**src/rtl/multicycle_control_unit.sv**
```systemverilog
// Multicycle control FSM: FETCH/DECODE/EXEC/MEM/WB plus I/O handshake wait and resumable halt.
// Define CTRL_ILLEGAL_TRAP_EN to trap undefined opcodes into HALT (sets sticky 'illegal').
module multicycle_control_unit #(
    parameter int unsigned ALUOP_W    = 3,
    parameter int unsigned CNT_W      = 32,
    parameter int unsigned IO_TIMEOUT = 0
) (
    input  logic               clock,
    input  logic               reset,
    input  logic [5:0]         Opcode,
    input  logic               in_valid,
    input  logic               out_ready,
    input  logic               resume,
    output logic               ir_write,
    output logic               pc_write,
    output logic [1:0]         RegisterDST,
    output logic [1:0]         Jump,
    output logic [1:0]         memtoReg,
    output logic               Branch,
    output logic               ALUSrc,
    output logic               regWrite,
    output logic               memWrite,
    output logic               Save,
    output logic               Load,
    output logic               input_flag,
    output logic               output_flag,
    output logic               halt,
    output logic [ALUOP_W-1:0] Alu_op,
    output logic [2:0]         state,
    output logic [CNT_W-1:0]   retired,
    output logic               io_timeout,
    output logic               illegal
);

    typedef enum logic [2:0] {
        FETCH  = 3'd0,
        DECODE = 3'd1,
        EXEC   = 3'd2,
        MEM    = 3'd3,
        WB     = 3'd4,
        IOWAIT = 3'd5,
        HALT   = 3'd6
    } state_t;

    localparam logic [5:0] OP_R    = 6'b000000;
    localparam logic [5:0] OP_LW   = 6'b000001;
    localparam logic [5:0] OP_SW   = 6'b000010;
    localparam logic [5:0] OP_ADDI = 6'b000011;
    localparam logic [5:0] OP_SUBI = 6'b000100;
    localparam logic [5:0] OP_BEQ  = 6'b000101;
    localparam logic [5:0] OP_J    = 6'b001001;
    localparam logic [5:0] OP_JR   = 6'b001010;
    localparam logic [5:0] OP_JAL  = 6'b001011;
    localparam logic [5:0] OP_IN   = 6'b001100;
    localparam logic [5:0] OP_OUT  = 6'b001101;
    localparam logic [5:0] OP_SAVE = 6'b001110;
    localparam logic [5:0] OP_LOAD = 6'b001111;
    localparam logic [5:0] OP_HALT = 6'b111111;

    // Counter only needs to reach IO_TIMEOUT-1: the cycle it holds that value is the last wait cycle.
    localparam int unsigned WCNT_W = (IO_TIMEOUT > 1) ? $clog2(IO_TIMEOUT) : 1;

    state_t            state_q;
    logic [5:0]        op_q;
    logic [CNT_W-1:0]  retired_q;
    logic [WCNT_W-1:0] wcnt_q;
    logic              timeout_q;
    logic              handshake;
    logic              timeout_hit;

`ifdef CTRL_ILLEGAL_TRAP_EN
    logic illegal_q;

    function automatic logic op_defined(input logic [5:0] op);
        case (op)
            OP_R, OP_LW, OP_SW, OP_ADDI, OP_SUBI, OP_BEQ, OP_J, OP_JR, OP_JAL,
            OP_IN, OP_OUT, OP_SAVE, OP_LOAD, OP_HALT: return 1'b1;
            default:                                  return 1'b0;
        endcase
    endfunction

    assign illegal = illegal_q;
`else
    assign illegal = 1'b0;
`endif

    assign handshake   = (op_q == OP_IN) ? in_valid : out_ready;
    assign timeout_hit = (IO_TIMEOUT != 0) && (wcnt_q == WCNT_W'(IO_TIMEOUT - 1));
    assign state       = state_q;
    assign retired     = retired_q;
    assign io_timeout  = timeout_q;

    always_comb begin
        ir_write    = 1'b0;
        pc_write    = 1'b0;
        RegisterDST = 2'b00;
        Jump        = 2'b00;
        memtoReg    = 2'b00;
        Branch      = 1'b0;
        ALUSrc      = 1'b0;
        regWrite    = 1'b0;
        memWrite    = 1'b0;
        Save        = 1'b0;
        Load        = 1'b0;
        input_flag  = 1'b0;
        output_flag = 1'b0;
        halt        = 1'b0;
        Alu_op      = '0;

        if (state_q inside {EXEC, MEM, WB, IOWAIT}) begin
            case (op_q)
                OP_R:    begin RegisterDST = 2'b01; Alu_op = ALUOP_W'(3'b100); end
                OP_LW:   begin ALUSrc = 1'b1; memtoReg = 2'b01; end
                OP_SW:   ALUSrc = 1'b1;
                OP_ADDI: begin ALUSrc = 1'b1; Alu_op = ALUOP_W'(3'b000); end
                OP_SUBI: begin ALUSrc = 1'b1; Alu_op = ALUOP_W'(3'b001); end
                OP_BEQ:  begin Branch = 1'b1; Alu_op = ALUOP_W'(3'b011); end
                OP_J:    Jump = 2'b01;
                OP_JR:   begin Jump = 2'b10; RegisterDST = 2'b10; end
                OP_JAL:  begin Jump = 2'b01; RegisterDST = 2'b10; memtoReg = 2'b10; end
                OP_IN:   begin RegisterDST = 2'b11; memtoReg = 2'b11; end
                OP_SAVE: Save = 1'b1;
                OP_LOAD: Load = 1'b1;
                default: ;
            endcase
        end

        case (state_q)
            FETCH: ir_write = 1'b1;
            EXEC: begin
                if (!(op_q inside {OP_R, OP_ADDI, OP_SUBI, OP_JAL, OP_LW, OP_SW, OP_SAVE, OP_LOAD}))
                    pc_write = 1'b1;
            end
            MEM: begin
                if (op_q inside {OP_SW, OP_SAVE}) begin
                    memWrite = 1'b1;
                    pc_write = 1'b1;
                end
            end
            WB: begin
                regWrite = 1'b1;
                pc_write = 1'b1;
            end
            IOWAIT: begin
                input_flag  = (op_q == OP_IN);
                output_flag = (op_q != OP_IN);
                if (handshake) begin
                    pc_write = 1'b1;
                    regWrite = (op_q == OP_IN);
                end else if (timeout_hit) begin
                    pc_write = 1'b1;
                end
            end
            HALT: begin
                halt     = 1'b1;
                pc_write = resume;
            end
            default: ;
        endcase
    end

    always_ff @(posedge clock or posedge reset) begin
        if (reset) begin
            state_q   <= FETCH;
            op_q      <= '0;
            retired_q <= '0;
            wcnt_q    <= '0;
            timeout_q <= 1'b0;
`ifdef CTRL_ILLEGAL_TRAP_EN
            illegal_q <= 1'b0;
`endif
        end else begin
            if (pc_write)
                retired_q <= retired_q + CNT_W'(1);

            case (state_q)
                FETCH: state_q <= DECODE;
                DECODE: begin
                    op_q <= Opcode;
                    if (Opcode == OP_HALT)
                        state_q <= HALT;
                    else if (Opcode == OP_IN || Opcode == OP_OUT)
                        state_q <= IOWAIT;
`ifdef CTRL_ILLEGAL_TRAP_EN
                    else if (!op_defined(Opcode)) begin
                        illegal_q <= 1'b1;
                        state_q   <= HALT;
                    end
`endif
                    else
                        state_q <= EXEC;
                end
                EXEC: begin
                    if (op_q inside {OP_R, OP_ADDI, OP_SUBI, OP_JAL})
                        state_q <= WB;
                    else if (op_q inside {OP_LW, OP_SW, OP_SAVE, OP_LOAD})
                        state_q <= MEM;
                    else
                        state_q <= FETCH;
                end
                MEM:   state_q <= (op_q inside {OP_LW, OP_LOAD}) ? WB : FETCH;
                WB:    state_q <= FETCH;
                IOWAIT: begin
                    // A handshake in the timeout cycle completes normally and leaves io_timeout clear.
                    if (handshake) begin
                        state_q <= FETCH;
                        wcnt_q  <= '0;
                    end else if (timeout_hit) begin
                        state_q   <= FETCH;
                        wcnt_q    <= '0;
                        timeout_q <= 1'b1;
                    end else if (IO_TIMEOUT != 0) begin
                        wcnt_q <= wcnt_q + WCNT_W'(1);
                    end
                end
                HALT: begin
                    if (resume)
                        state_q <= FETCH;
                end
                default: state_q <= FETCH;
            endcase
        end
    end

endmodule
```
**config.mk**
```make
export PLATFORM = sky130hd
export DESIGN_NAME = multicycle_control_unit
export DESIGN_NICKNAME = d
export VERILOG_FILES = /design/src/rtl/multicycle_control_unit.sv
export SDC_FILE = /design/constraint.sdc
export NUM_CORES = 1
export LEC_CHECK = 0
export ABC_CLOCK_PERIOD_IN_PS = 2400
export CORE_MARGIN = 2
export CORE_UTILIZATION = 41
export DETAILED_ROUTE_END_ITERATION = 7
export PLACE_DENSITY_LB_ADDON = 0.1
export SLEW_MARGIN = 20
export SYNTH_ARGS = -nofsm -noshare
export SYNTH_HDL_FRONTEND = slang
export SYNTH_SLANG_ARGS = --single-unit
```
**constraint.sdc**
```tcl
create_clock -name clock -period 2.4 [get_ports clock]
set_input_delay 0.72 -clock clock [delete_from_list [all_inputs] [get_ports clock]]
set_output_delay 0.72 -clock clock [all_outputs]
set_load 0.005 [all_outputs]
```
### Word level (Yosys, flattened, before mapping)

Index checks and enable logic that the tools add are counted.

* word-level logic and storage cells: 76
* output and inout bits: 57
* register bits after elaboration: 41
* input bits: 11

* $add $sub $neg: 1
* mux-type cells: 36
* reduce and logical (&&, ||, !) cells: 13
* eq/ne operators: 23

Operator list (number)
* equality test 6 x 4 -> 1 bit, second input constant: 8
* adder 32 x 1 -> 32 bit, second input constant: 1
* two-way mux 3 bit: 7
* two-way mux 1 bit: 18
* case mux 3 bit (6 select lines): 1
* equality test 6 x 2 -> 1 bit, second input constant: 2
* equality test 6 x 3 -> 1 bit, second input constant: 2
* case mux 2 bit (3 select lines): 2
* nonzero test 4 bit: 3
* equality test 3 bit, second input constant: 3
* case mux 3 bit (3 select lines): 1
* two-way mux 2 bit: 4
* nonzero test 8 bit: 1
* equality test 3 x 2 -> 1 bit, second input constant: 2
* equality test 6 x 1 -> 1 bit, second input constant: 1
* equality test 6 bit, second input constant: 1
* zero test 6 bit: 1
* != test 6 x 4 -> 1 bit, second input constant: 1
* case mux 1 bit (5 select lines): 1
* != test 2 bit, second input constant: 2
* case mux 2 bit (2 select lines): 1
* nonzero test 2 bit: 2
* OR reduction 2 bit: 2
* OR reduction 4 bit: 1
* other kinds (5): 5

### Logic depth before layout (Yosys ltp)

Gate-level depths: netlist of the first run.

* depth after elaboration: 5
* gate-level depth with buffers: 8
* gate-level depth less buffers: 7

### Least setup slack after synthesis of the first run

OpenSTA, ideal clock, no wires.

* kind: reg-to-output
* start: register state_q[1], in the netlist state[1]
* end: output Alu_op[1]
* slack: 0.142 ns
* stages on the path, launching flop included: 7
* data required time: 1.680 ns
* data arrival time: 1.538 ns
* path buffers: 1
* cells stage by stage: dfrtp_1 buf_2 nand2b_1 nand2_1 nand2_1 nor4b_1 and2_1

* word-level cells in the longest chain between the ends: 3
* elaborated cells between the ends (all ways): 6
* those cells by class: eq/ne (4); mux (1); reduce/logical (1)

RTL lines
* start, declared: RTL line 63 `state_t state_q;`
* start signal, assigned: RTL line 201 `MEM: state_q <= (op_q inside {OP_LW, OP_LOAD}) ? WB : FETCH;`
* equality test 3 x 2 -> 1 bit or equality test 3 bit (tied branches): RTL line 110 `if (state_q inside {EXEC, MEM, WB, IOWAIT}) begin`
* nonzero test 4 bit (*): RTL line 110
* two-way mux 3 bit (*): RTL line 110
* end, declared: RTL line 28 `output logic [ALUOP_W-1:0] Alu_op,`

Mark *: on every way between the ends. The rest lies on a longest branch, timed or not.

### Worst setup path after layout of the first run

* start: register op_q[5]
* end: output pc_write

* word-level cells in the longest chain between the ends: 4
* elaborated cells between the ends (all ways): 16
* those cells by class: eq/ne (8); mux (5); reduce/logical (3)

RTL lines
* start, declared: RTL line 64 `logic [5:0] op_q;`
* start signal, assigned: RTL line 179 `op_q <= Opcode;`
* equality test 6 x 2 -> 1 bit (tied with other cells): RTL line 131 `if (!(op_q inside {OP_R, OP_ADDI, OP_SUBI, OP_JAL, OP_LW, OP_SW, OP_SAVE, OP_LOAD}))`
* nonzero test 8 bit (tied with other cells): RTL line 131
* two-way mux 1 bit (on tied branches): RTL line 131, 135, 147
* case mux 1 bit (5 select lines) (*): RTL line 128 `case (state_q)`
* end, declared: RTL line 15 `output logic pc_write,`

Marked as above.

==> flow_metrics.py, run 1 <==
metrics = {
    "outcome": {
        "status": "finished, violations left",
        "failed_checks": "negative setup slack",
    },
    "critical_path": {
        "crit_path_max_incr_delay_ns": 0.41,
        "critical-path-slowest-cell": "dfrtp_1",
        "crit_path_cell_trace": "or2_4, nor3_4, mux2i_2, o211ai_2, clkbuf_2",
        "worstPathArrival_ns": 1.81,
        "reg2reg_depth": 10,
        "critical_path.reg2reg.endpoint": "retired[31]",
        "setup.worst_path.end_class": "output pin",
        "timing_worst_setup_path_type": "reg -> out",
        "ff2ff_setup_slack_ns": 0.15,
        "worstPathRequired_ns": 1.68,
        "critical_path_peak_fanout": 4,
        "regToRegStartpoint": "state[2]",
        "cp-start-kind": "flip-flop",
    },
    "hold_path": {
        "hold_path_class": "reg -> reg",
        "hold_path_end": "retired[31]",
        "min_path_cells": 1,
        "hold_start": "retired[31]",
    },
    "sta": {
        "fin_crit_ns": 2.53,
        "final.period_utilization_pct": 105,
        "grt_setup_unrepaired": "yes",
        "max-slew-margin-rel_pct": 66.4,
        "worst_slew_pin_slew_ns": 0.504,
        "maximum_clock_rate_mhz": 395,
        "worst_slack_ns": -0.130,
        "setup_viol": 2,
        "timing.final.hold_violations": 0,
        "timing.final.max_slew_violations": 0,
        "clock_skew_ns": 0.00624,
    },
    "grt": {
        "pin_count_of_the_biggest_net_entering_global_routing": 42,
        "global_route.overflow_total": 0,
        "grtUsageMet2_pct": 33.3,
        "via_count_of_the_first_global_routing_pass": 2175,
        "globalRoute.busiestLayer": "met2",
        "grt.met1_usage_pct": 27.5,
        "grt_pass1_wl_mm": 10.1,
        "gr-usage-met3_pct": 2.38,
        "grt.total_usage_pct": 19.8,
        "antenna_found_initial": 0,
    },
    "route": {
        "detail_route.wirelength_mm": 5.90,
        "drt_pre_antenna_iters": 4,
        "route.vias.total": 2206,
        "wirelength_per_cell_um": 13.8,
        "initialDrtViolationCount": 122,
        "avgViaCountPerCell": 5.17,
        "drtAntennaViolNets": 0,
        "remaining_drc_errors": 0,
    },
    "place": {
        "worst_setup_slack_after_placement_ns": -0.464,
        "dpl.hpwl_mm": 4.16,
        "place_inst": 406,
        "buffer_ports.inserted": 65,
        "place_congestion": 0.814,
    },
    "clocking": {
        "clkLatencyLatePin_ns": 0.28,
        "numClockSinks": 41,
        "ctsRootBufferMaster": "clkbuf_8",
        "clk_pin_slew_ns": 0.08,
        "cts_tree": "built",
        "clock_path_buffers": 2,
        "cts_buffers": 5,
        "cts_hold_buffers": 0,
        "htree_levels": 2,
    },
    "synth": {
        "netlist_instances": 245,
        "synth_seq_area_share_pct": 43.8,
        "synth_warnings": 0,
        "synth.area.mux_share_pct": 3.74,
        "post-synth-top-area-cell": "dfrtp_1",
        "combinational_family_with_the_most_area_after_synthesis": "simple AND/OR/NAND/NOR gates",
        "synth-main-ff-cell": "dfrtp_1",
        "synth_enable_flop_cells": 0,
        "fraction_of_the_mapped_netlist_area_in_adder_cells_pct": 0.534,
        "yosys.area.top_type_share_pct": 43.8,
        "syn_area_um2": 2340,
        "synth_simple_gate_area_share_pct": 30.8,
        "yosys.area_share.xor_xnor_pct": 12.0,
        "synth.lib_cells_used.distinct": 42,
        "synth_seq_cells": 41,
        "synth_compound_area_share_pct": 5.39,
        "asyncSetResetFlopFracSynth_pct": 100,
        "synth.top_cells.by_area": "dfrtp_1 (44%), xnor2_1 (10%), nand2_1 (4.3%), nand3_1 (3.4%), nand4_1 (2.9%)",
        "syn_area_per_cell_um2": 9.57,
    },
    "layout": {
        "final_cell_count_no_fill": 427,
        "antenna-diode-count": 0,
        "post_route_cells_drive_above_1_share_pct": 30.1,
        "mostFrequentLayoutCell": "clkdlybuf4s50_1",
        "final_cell_mix": "clkdlybuf4s50_1 (45), buf_4 (43), dfrtp_1 (40)",
        "layout-area-overhead-vs-synth_pct": 50.7,
        "nNetsFinal": 366,
    },
    "die": {
        "floorplan.rows": 27,
        "die_h_um": 79.6,
        "core_area_um2": 5510,
        "floorplan.io_pins": 68,
        "dieArea_um2": 6340,
        "chipWidth_um": 79.6,
        "start_util_pct": 42.6,
    },
    "job": {
        "cap_violations": 0,
    },
    "power_and_ir_drop": {
        "power_density_nw_per_um2": 848,
        "ir_worst_vdd_uv": 585,
        "power.static_leakage_nw": 1.51,
    },
}
## worst max-delay path by stage
stage / depth (start not counted) / slack [ns] / to / startpoint
after floorplan: 6 / 0.14 / Alu_op[1] / state[1]
after CTS: 5 / -0.21 / pc_write / op_q[1]
after global placement: 6 / -0.45 / pc_write / resume
after detailed placement: 6 / -0.46 / pc_write / resume
final: 5 / -0.13 / pc_write / op_q[5]
after global routing: 5 / -0.21 / pc_write / op_q[5]
## registers in the layout, indices dropped and copies added (netlist names)
register / cells
retired: 32
op_q: 6
state: 3
## cells by family after synthesis
logic type	after synthesis
multiplexers	8
flip-flops	41
adder cells (fa/ha/maj)	1
buffers and inverters	16
AO/OA/AOI/OAI	20
AND/OR/NAND/NOR	126
other	1
XOR/XNOR	32
## synthesized netlist by cell type (2+ instances only)
| master | number |
|---|---|
| a21oi_1 | 7 |
| and2_1 | 5 |
| and3_1 | 10 |
| and4_1 | 3 |
| buf_2 | 2 |
| buf_4 | 4 |
| clkbuf_1 | 6 |
| dfrtp_1 | 41 |
| inv_1 | 3 |
| mux2_2 | 5 |
| mux2i_1 | 2 |
| nand2_1 | 27 |
| nand2b_1 | 3 |
| nand3_1 | 16 |
| nand3b_1 | 2 |
| nand4_1 | 11 |
| nand4b_1 | 3 |
| nor2_1 | 15 |
| nor2b_1 | 6 |
| nor3_1 | 9 |
| nor3b_1 | 2 |
| nor4_1 | 3 |
| nor4b_1 | 3 |
| nor4b_2 | 3 |
| o21ai_0 | 6 |
| or2_1 | 2 |
| xnor2_1 | 28 |
| xor2_1 | 4 |
## metrics by stage
| step | utilization [%] | total power (W) | TNS, ns | hold slack [ns] | instance area, um2 |
|---|---|---|---|---|---|
| floorplan | - | 0.00170 | 0 | 0.465 | 2350 |
| global placement | 59.6 | 0.00235 | -1.24 | 0.462 | 3280 |
| detailed placement | 59.6 | 0.00237 | -1.37 | 0.480 | 3280 |
| CTS | 64.2 | 0.00298 | -0.534 | 0.490 | 3540 |
| global route | 64.1 | 0.00321 | -0.747 | 0.496 | 3530 |
| finish | 64.1 | 0.00300 | -0.201 | 0.489 | 3530 |
## metal layers
layer / wire length, um / vias up
met3: 209 / 4
met5: 0 / -
met4: 25 / 0
li1: - / 1076
met1: 2730 / 1072
met2: 2930 / 54
## critical path, delay by kind of cell (launching register included)
kind | cells | cell delay [ns]
simple gates | 2 | 0.51
buf+inv | 1 | 0.15
flops | 1 | 0.41
mux | 1 | 0.28
compound gates | 1 | 0.18
## power breakdown
group | switching [W] | internal (W) | leakage (nW) | total [W]
clock network | 0.000225 | 0.000202 | 0.0450 | 0.000426
logic | 0.000763 | 0.000863 | 0.936 | 0.00163
registers | 0.000132 | 0.000811 | 0.531 | 0.000943
total | 0.00112 | 0.00188 | 1.51 | 0.00300
## cell type report
class | instances | area [um2]
fill | 473 | 1980
multi-input combinational | 189 | 1350
tap | 72 | 90.1
clock inverter | 2 | 10.0
inverter | 3 | 11.3
sequential | 41 | 1030
clock buffer | 6 | 72.6
timing repair buffer | 114 | 973
## what timing repair did
item,CTS,global route
gates resized for setup,77,21
endpoints found under the setup margin,19,18
gates cloned,0,0
pin swaps,9,9
setup buffers,16,1
No activity file was read; power rests on OpenSTA's default activity.
==> inputs of run 2 (changes only) <==
--- a/config.mk
+++ b/config.mk
@@ -6,6 +6,7 @@
 export NUM_CORES = 1
 export LEC_CHECK = 0
 export ABC_CLOCK_PERIOD_IN_PS = 2400
+export CAP_MARGIN = 5
 export CORE_MARGIN = 2
 export CORE_UTILIZATION = 41
 export DETAILED_ROUTE_END_ITERATION = 7
==> results of run 2 <==
Final layout, timing and power as in run 1 (identical DEF).
